## config.mk

```make
export PLATFORM = sky130hd
export DESIGN_NAME = adc_trigger_ctrl
export DESIGN_NICKNAME = d
export VERILOG_FILES = /design/src/rtl/adc_trigger_ctrl.sv
export SDC_FILE = /design/constraint.sdc
export NUM_CORES = 1
export LEC_CHECK = 0
export CORE_UTILIZATION = 56
export DETAILED_ROUTE_END_ITERATION = 8
export PLACE_DENSITY = 0.87
export SETUP_SLACK_MARGIN = 0.2
export SLEW_MARGIN = 20
export SYNTH_ARGS = -nofsm -noshare
export SYNTH_HDL_FRONTEND = slang
export SYNTH_SLANG_ARGS = --single-unit
```

## constraint.sdc

```tcl
create_clock -name clk -period 6.51 [get_ports clk]
set_clock_uncertainty 0.2 [all_clocks]
set_input_delay 1.302 -clock clk [delete_from_list [all_inputs] [get_ports clk]]
set_output_delay 1.302 -clock clk [all_outputs]
set_load 0.01 [all_outputs]
```

## src/rtl/adc_trigger_ctrl.sv

```systemverilog
// ADC acquisition trigger controller: decimates incoming samples, fills a pretrigger
// window, detects a trigger event and streams samples to a downstream capture FIFO.
//
// state     | meaning
// IDLE      | after reset, waiting for arm
// PRETRIG   | streaming, collecting pretrigger samples; triggers not honoured
// WAIT_TRIG | streaming, evaluating the trigger on each accepted sample
// CAPTURE   | streaming post-trigger samples until the FIFO reports done
// DONE      | capture complete, no writes until the next arm
module adc_trigger_ctrl #(
  parameter int DATA_WIDTH = 10,
  parameter int DEC_WIDTH  = 16
) (
  input  logic                  clk,
  input  logic                  rst_n,
  input  logic [DATA_WIDTH-1:0] adc_data,
  input  logic                  adc_valid,
  input  logic                  arm,
  input  logic                  sw_trig,
  input  logic [1:0]            trig_mode,
  input  logic [DATA_WIDTH-1:0] trig_level,
  input  logic [DEC_WIDTH-1:0]  decimate,
  input  logic [31:0]           pretrig_depth,
  input  logic                  fifo_done,
  output logic                  fifo_rst,
  output logic [DATA_WIDTH-1:0] wr_data,
  output logic                  wr_ce,
  output logic                  wr_trigger,
  output logic [31:0]           trig_pos,
  output logic                  busy,
  output logic                  done
);

  typedef enum logic [2:0] {
    IDLE      = 3'd0,
    PRETRIG   = 3'd1,
    WAIT_TRIG = 3'd2,
    CAPTURE   = 3'd3,
    DONE      = 3'd4
  } state_t;

  state_t                state;
  logic [DEC_WIDTH-1:0]  dec_cnt;
  logic [31:0]           acc_cnt;
  logic [DATA_WIDTH-1:0] prev;
  logic                  prev_valid;
  logic                  sw_latch;

  logic active;
  logic accept;
  logic cur_above;
  logic prev_above;
  logic hit;

  assign active     = (state == PRETRIG) || (state == WAIT_TRIG) || (state == CAPTURE);
  assign accept     = active && adc_valid && (dec_cnt == '0);
  assign cur_above  = (adc_data >= trig_level);
  assign prev_above = (prev >= trig_level);

  // Trigger condition for the sample being accepted this cycle.
  always_comb begin
    hit = 1'b0;
    case (trig_mode)
      2'b00:   hit = sw_latch;
      2'b01:   hit = prev_valid && !prev_above && cur_above;
      2'b10:   hit = prev_valid && prev_above && !cur_above;
      default: hit = cur_above;
    endcase
  end

  always_ff @(posedge clk) begin
    if (!rst_n) begin
      state      <= IDLE;
      dec_cnt    <= '0;
      acc_cnt    <= '0;
      prev       <= '0;
      prev_valid <= 1'b0;
      sw_latch   <= 1'b0;
      fifo_rst   <= 1'b0;
      wr_data    <= '0;
      wr_ce      <= 1'b0;
      wr_trigger <= 1'b0;
      trig_pos   <= '0;
      busy       <= 1'b0;
      done       <= 1'b0;
    end else if (arm) begin
      state      <= (pretrig_depth == 32'd0) ? WAIT_TRIG : PRETRIG;
      dec_cnt    <= '0;
      acc_cnt    <= '0;
      prev_valid <= 1'b0;
      sw_latch   <= 1'b0;
      fifo_rst   <= 1'b1;
      wr_ce      <= 1'b0;
      wr_trigger <= 1'b0;
      trig_pos   <= '0;
      busy       <= 1'b1;
      done       <= 1'b0;
    end else begin
      fifo_rst   <= 1'b0;
      wr_trigger <= 1'b0;
      wr_ce      <= accept;
      if (accept) begin
        wr_data    <= adc_data;
        prev       <= adc_data;
        prev_valid <= 1'b1;
        if (acc_cnt != 32'hFFFF_FFFF) acc_cnt <= acc_cnt + 32'd1;
      end
      if (active && adc_valid) begin
        dec_cnt <= (dec_cnt == '0) ? decimate : dec_cnt - DEC_WIDTH'(1);
      end

      case (state)
        IDLE: ;
        PRETRIG: begin
          // acc_cnt is registered, so the switch lands one cycle after the target is reached
          if (acc_cnt >= pretrig_depth) state <= WAIT_TRIG;
        end
        WAIT_TRIG: begin
          if (accept && hit) begin
            state      <= CAPTURE;
            wr_trigger <= 1'b1;
            trig_pos   <= acc_cnt;
            if (trig_mode == 2'b00) sw_latch <= 1'b0;
          end else if (sw_trig) begin
            sw_latch <= 1'b1;
          end
        end
        CAPTURE: begin
          if (fifo_done) begin
            state <= DONE;
            busy  <= 1'b0;
            done  <= 1'b1;
          end
        end
        DONE: ;
        default: begin
          state <= IDLE;
          busy  <= 1'b0;
          done  <= 1'b0;
        end
      endcase
    end
  end

endmodule
```

==> summary.txt <==
Outcome
  – Status: finished, final reports clean

Logic synthesis
  – Share of synthesized flip-flops with an asynchronous set or reset: 0%
  – Warning count from the yosys run: 0
  – Mapped cell area: 5760 um2
  – Net count after synthesis: 834
  – Number of standard cells after synthesis: 703
  – Share of synthesized area occupied by flip-flops and latches: 34.7%
  – Mean cell area of the mapped netlist: 8.20 um2
  – Number of enable-type register cells in the synthesized netlist: 0
  – Distinct cells, synth: 53
  – Main flop type after synthesis: sky130_fd_sc_hd__dfxtp_1
  – Number of synthesized register bits: 100

Place
  – Placed wire-length estimate: 10,800 um
  – Instance area at placement: 7090 um2
  – Number of buffer cells added on primary ports: 122
  – Placed Cells incl. Taps: 937
  – GP Congestion: 0.903

Clocking
  – Clock tree from TritonCTS: done
  – Skew-Pair Late Insertion Delay: 0.37 ns
  – Number of hold-repair buffers added at the cts stage: 0
  – TritonCTS Sinks: 100
  – Post-CTS repair timing setup buffer count: 0
  – Max clock buf depth: 2
  – CTS Root Buffer Type: sky130_fd_sc_hd__clkbuf_8
  – Number of levels the H-tree was split into: 3
  – Total clock buffers created by CTS: 9
  – Resized Gates After CTS: 0
  – Clock Pin Slew Worst Setup and Hold Paths: 0.09 ns

Worst hold path
  – Launch point of the worst hold path: dec_cnt[0]$_SDFFE_PP0P_
  – Hold endpoint: dec_cnt[0]$_SDFFE_PP0P_
  – Hold/Removal Path Class: reg -> reg
  – Worst hold stages: 2

Route
  – Routed vias: 5,421
  – Remaining DRCs: 0
  – Average wire per cell in the routed design: 15.0 um
  – Total Routed Length: 14,300 um
  – Violation count after the first detailed-routing iteration: 202
  – Number of optimization iterations in the first detailed-route pass: 5
  – Mean number of vias per cell: 5.69
  – Number of nets still failing antenna checks after routing: 0

Floorplanning
  – Number of core rows: 36
  – Floorplan die height: 103 um
  – Floorplan Core Area: 9860 um2
  – Floorplan die width: 103 um
  – Effective utilization at floorplan: 58.4%
  – Area of the die: 10,700 um2
  – Ports placed on the boundary: 123

Setup path
  – Setup crit end kind: flip-flop
  – Largest delay contributor family on the critical path: compound AO/OA/AOI/OAI gates
  – Reg-to-reg slack, setup: 3.09 ns
  – Required time of the critical path: 6.53 ns
  – Maximum fanout along the worst path: 32
  – Critical path buffer and inverter count: 3
  – Capture point of the worst reg-to-reg path: trig_pos[0]$_SDFFE_PP0P_
  – Worst reg2reg startpoint: dec_cnt[2]$_SDFFE_PP0P_
  – Arrival @ worst endpoint: 4.35 ns
  – Critical path class: in -> reg
  – Critical Path Start Type: input port
  – R2R cell count: 9
  – Highest-delay cell along the critical path: sky130_fd_sc_hd__a211oi_1
  – Slowest stage delay, CP: 0.56 ns
  – Cells along the critical path: clkdlybuf4s50_1, inv_1, ha_1, nand2b_1, a21oi_1, o21bai_1, a211oi_1, nor3_1, o31ai_4, buf_4, mux2i_1, nor2_1

Power
  – Maximum resistive drop on vdd: 118 uV
  – Static power due to leakage: 3.05 nW
  – Power per unit of standard cell area: 174 nW/um2

STA
  – Slew of the pin with the lowest slew margin: 0.821 ns
  – Final hold violation count: 0
  – Clock period minus final worst setup slack: 4.32 ns
  – Max Transition Viols Final: 0
  – Sum of negative setup slack: 0 ns
  – Unrepaired setup endpoints after global routing: no
  – Worst slew slack as a fraction of its limit: 44.8%
  – Fraction of the cycle the final worst path needs: 66.4%
  – Peak Freq: 0.231 GHz
  – Setup violators final: 0

GRT
  – GRT Residual Overflow: 0
  – Gr usage total: 27.4%
  – Pin count of the biggest net entering global routing: 65
  – Wire length of the first global-routing pass: 23,000 um
  – Number of antenna violations at the first check in global routing: 0
  – Vias in the first global route: 5,203

Final layout
  – Number of antenna cells inserted: 0
  – Fraction of layout instances using a drive strength above 1: 3.78%
  – Final core utilization: 73.7%
  – Number of fill cells: 762
  – Layout overhead on the synthesized area: 26.2%
  – Number of standard cells in the final layout excluding fillers: 953
  – Final cell area excluding filler cells: 7270 um2
  – Fin nets: 946

Run
  – Max capacitance violation total: 0
cell usage after synthesis (13+ instances only):
master                     number  area [um2]
sky130_fd_sc_hd__a21oi_1       45         225
sky130_fd_sc_hd__clkbuf_1      20        75.1
sky130_fd_sc_hd__dfxtp_1      100        2000
sky130_fd_sc_hd__ha_1          55         688
sky130_fd_sc_hd__inv_1         53         199
sky130_fd_sc_hd__mux2i_1       36         360
sky130_fd_sc_hd__nand2_1       82         308
sky130_fd_sc_hd__nand3_1       20         100
sky130_fd_sc_hd__nand4_1       18         113
sky130_fd_sc_hd__nor2_1        85         319
sky130_fd_sc_hd__nor3_1        18        90.1
sky130_fd_sc_hd__o21ai_0       28         140
sky130_fd_sc_hd__xor2_1        13         114
layer usage:
metal  GRT usage [%]  vias to the layer above  part of all wire (%)
met3            5.31                       28                   4.5
met2            48.5                      164                    50
met4            9.86                        0                   1.6
met1            33.0                     2544                    44
li1                -                     2685                     -
met5               0                        -                     0
cell usage in the layout, fill, tap and decap left out, types with 11 or more instances in the layout:
master                            count
sky130_fd_sc_hd__ha_1                55
sky130_fd_sc_hd__mux2i_1             36
sky130_fd_sc_hd__dfxtp_1            100
sky130_fd_sc_hd__nor2_1              84
sky130_fd_sc_hd__clkdlybuf4s50_1    122
sky130_fd_sc_hd__a21oi_1             45
sky130_fd_sc_hd__inv_1               53
sky130_fd_sc_hd__nand3_1             20
sky130_fd_sc_hd__nor3_1              18
sky130_fd_sc_hd__nand2_1             81
sky130_fd_sc_hd__clkbuf_8            11
sky130_fd_sc_hd__nand4_1             18
sky130_fd_sc_hd__xor2_1              13
sky130_fd_sc_hd__o21ai_0             28
sequential cells by signal, indices dropped and copies added, names as in the netlist, 3 cells and up:
signal,count
dec_cnt,16
trig_pos,32
acc_cnt,32
prev,10
state,3
worst max path at each step:
stage	start	end	slack, ns	cells after the start
finish	adc_data[0]	trig_pos[0]$_SDFFE_PP0P_	2.19	12
global route	adc_data[0]	trig_pos[0]$_SDFFE_PP0P_	1.96	12
CTS	adc_data[0]	trig_pos[0]$_SDFFE_PP0P_	2.19	12
detailed placement	adc_data[0]	trig_pos[0]$_SDFFE_PP0P_	1.85	12
global placement	adc_data[0]	trig_pos[27]$_SDFFE_PP0P_	1.96	12
floorplan	adc_data[0]	trig_pos[0]$_SDFFE_PP0P_	2.57	11
power by group:
| group | switching, mW | internal (mW) | total [mW] |
|---|---|---|---|
| Clock | 0.214 | 0.161 | 0.374 |
| Combinational | 0.146 | 0.114 | 0.260 |
| Sequential | 0.00975 | 0.620 | 0.630 |
| Total | 0.369 | 0.895 | 1.26 |
area by class of cell:
cell class / instances / area, um2 / area share [%]
repair buffers: 125 / 1240 / 17.1
clock buffers: 13 / 159 / 2.19
clock inverters: 3 / 21.3 / 0.293
inverters: 53 / 199 / 2.74
well taps: 133 / 166 / 2.29
multi-input cells: 526 / 3480 / 47.9
flip-flops and latches: 100 / 2000 / 27.5
worst min-delay path, delay by kind of cell, from the launching register on:
family,cells,cell delay [ns]
flip-flops,1,0.34
AND/OR/NAND/NOR,1,0.06
AO/OA/AOI/OAI,1,0.05
logic make-up (layout without fill, tap and decap cells):
kind of cell               count (synthesis)  count (layout)  share of synthesized area, %
AOI/OAI and AO/OA                        127             127                          13.9
xor gates and xnor gates                  23              23                          3.50
adders and majority gates                 55              55                          11.9
buffers and inverters                     77             194                          5.21
DFF                                      100             100                          34.7
muxes                                     36              36                          6.25
and+or+nand+nor                          285             285                          24.4
stage by stage:
step | setup slack [ns] | hold WS [ns] | total power, mW
after detailed placement | 1.85 | 0.284 | 0.901
after floorplan | 2.57 | 0.259 | 0.801
after global routing | 1.96 | 0.322 | 1.32
final | 2.19 | 0.297 | 1.26
after CTS | 2.19 | 0.299 | 1.27
after global placement | 1.96 | 0.269 | 0.889
(Power assumes the default switching activity.)
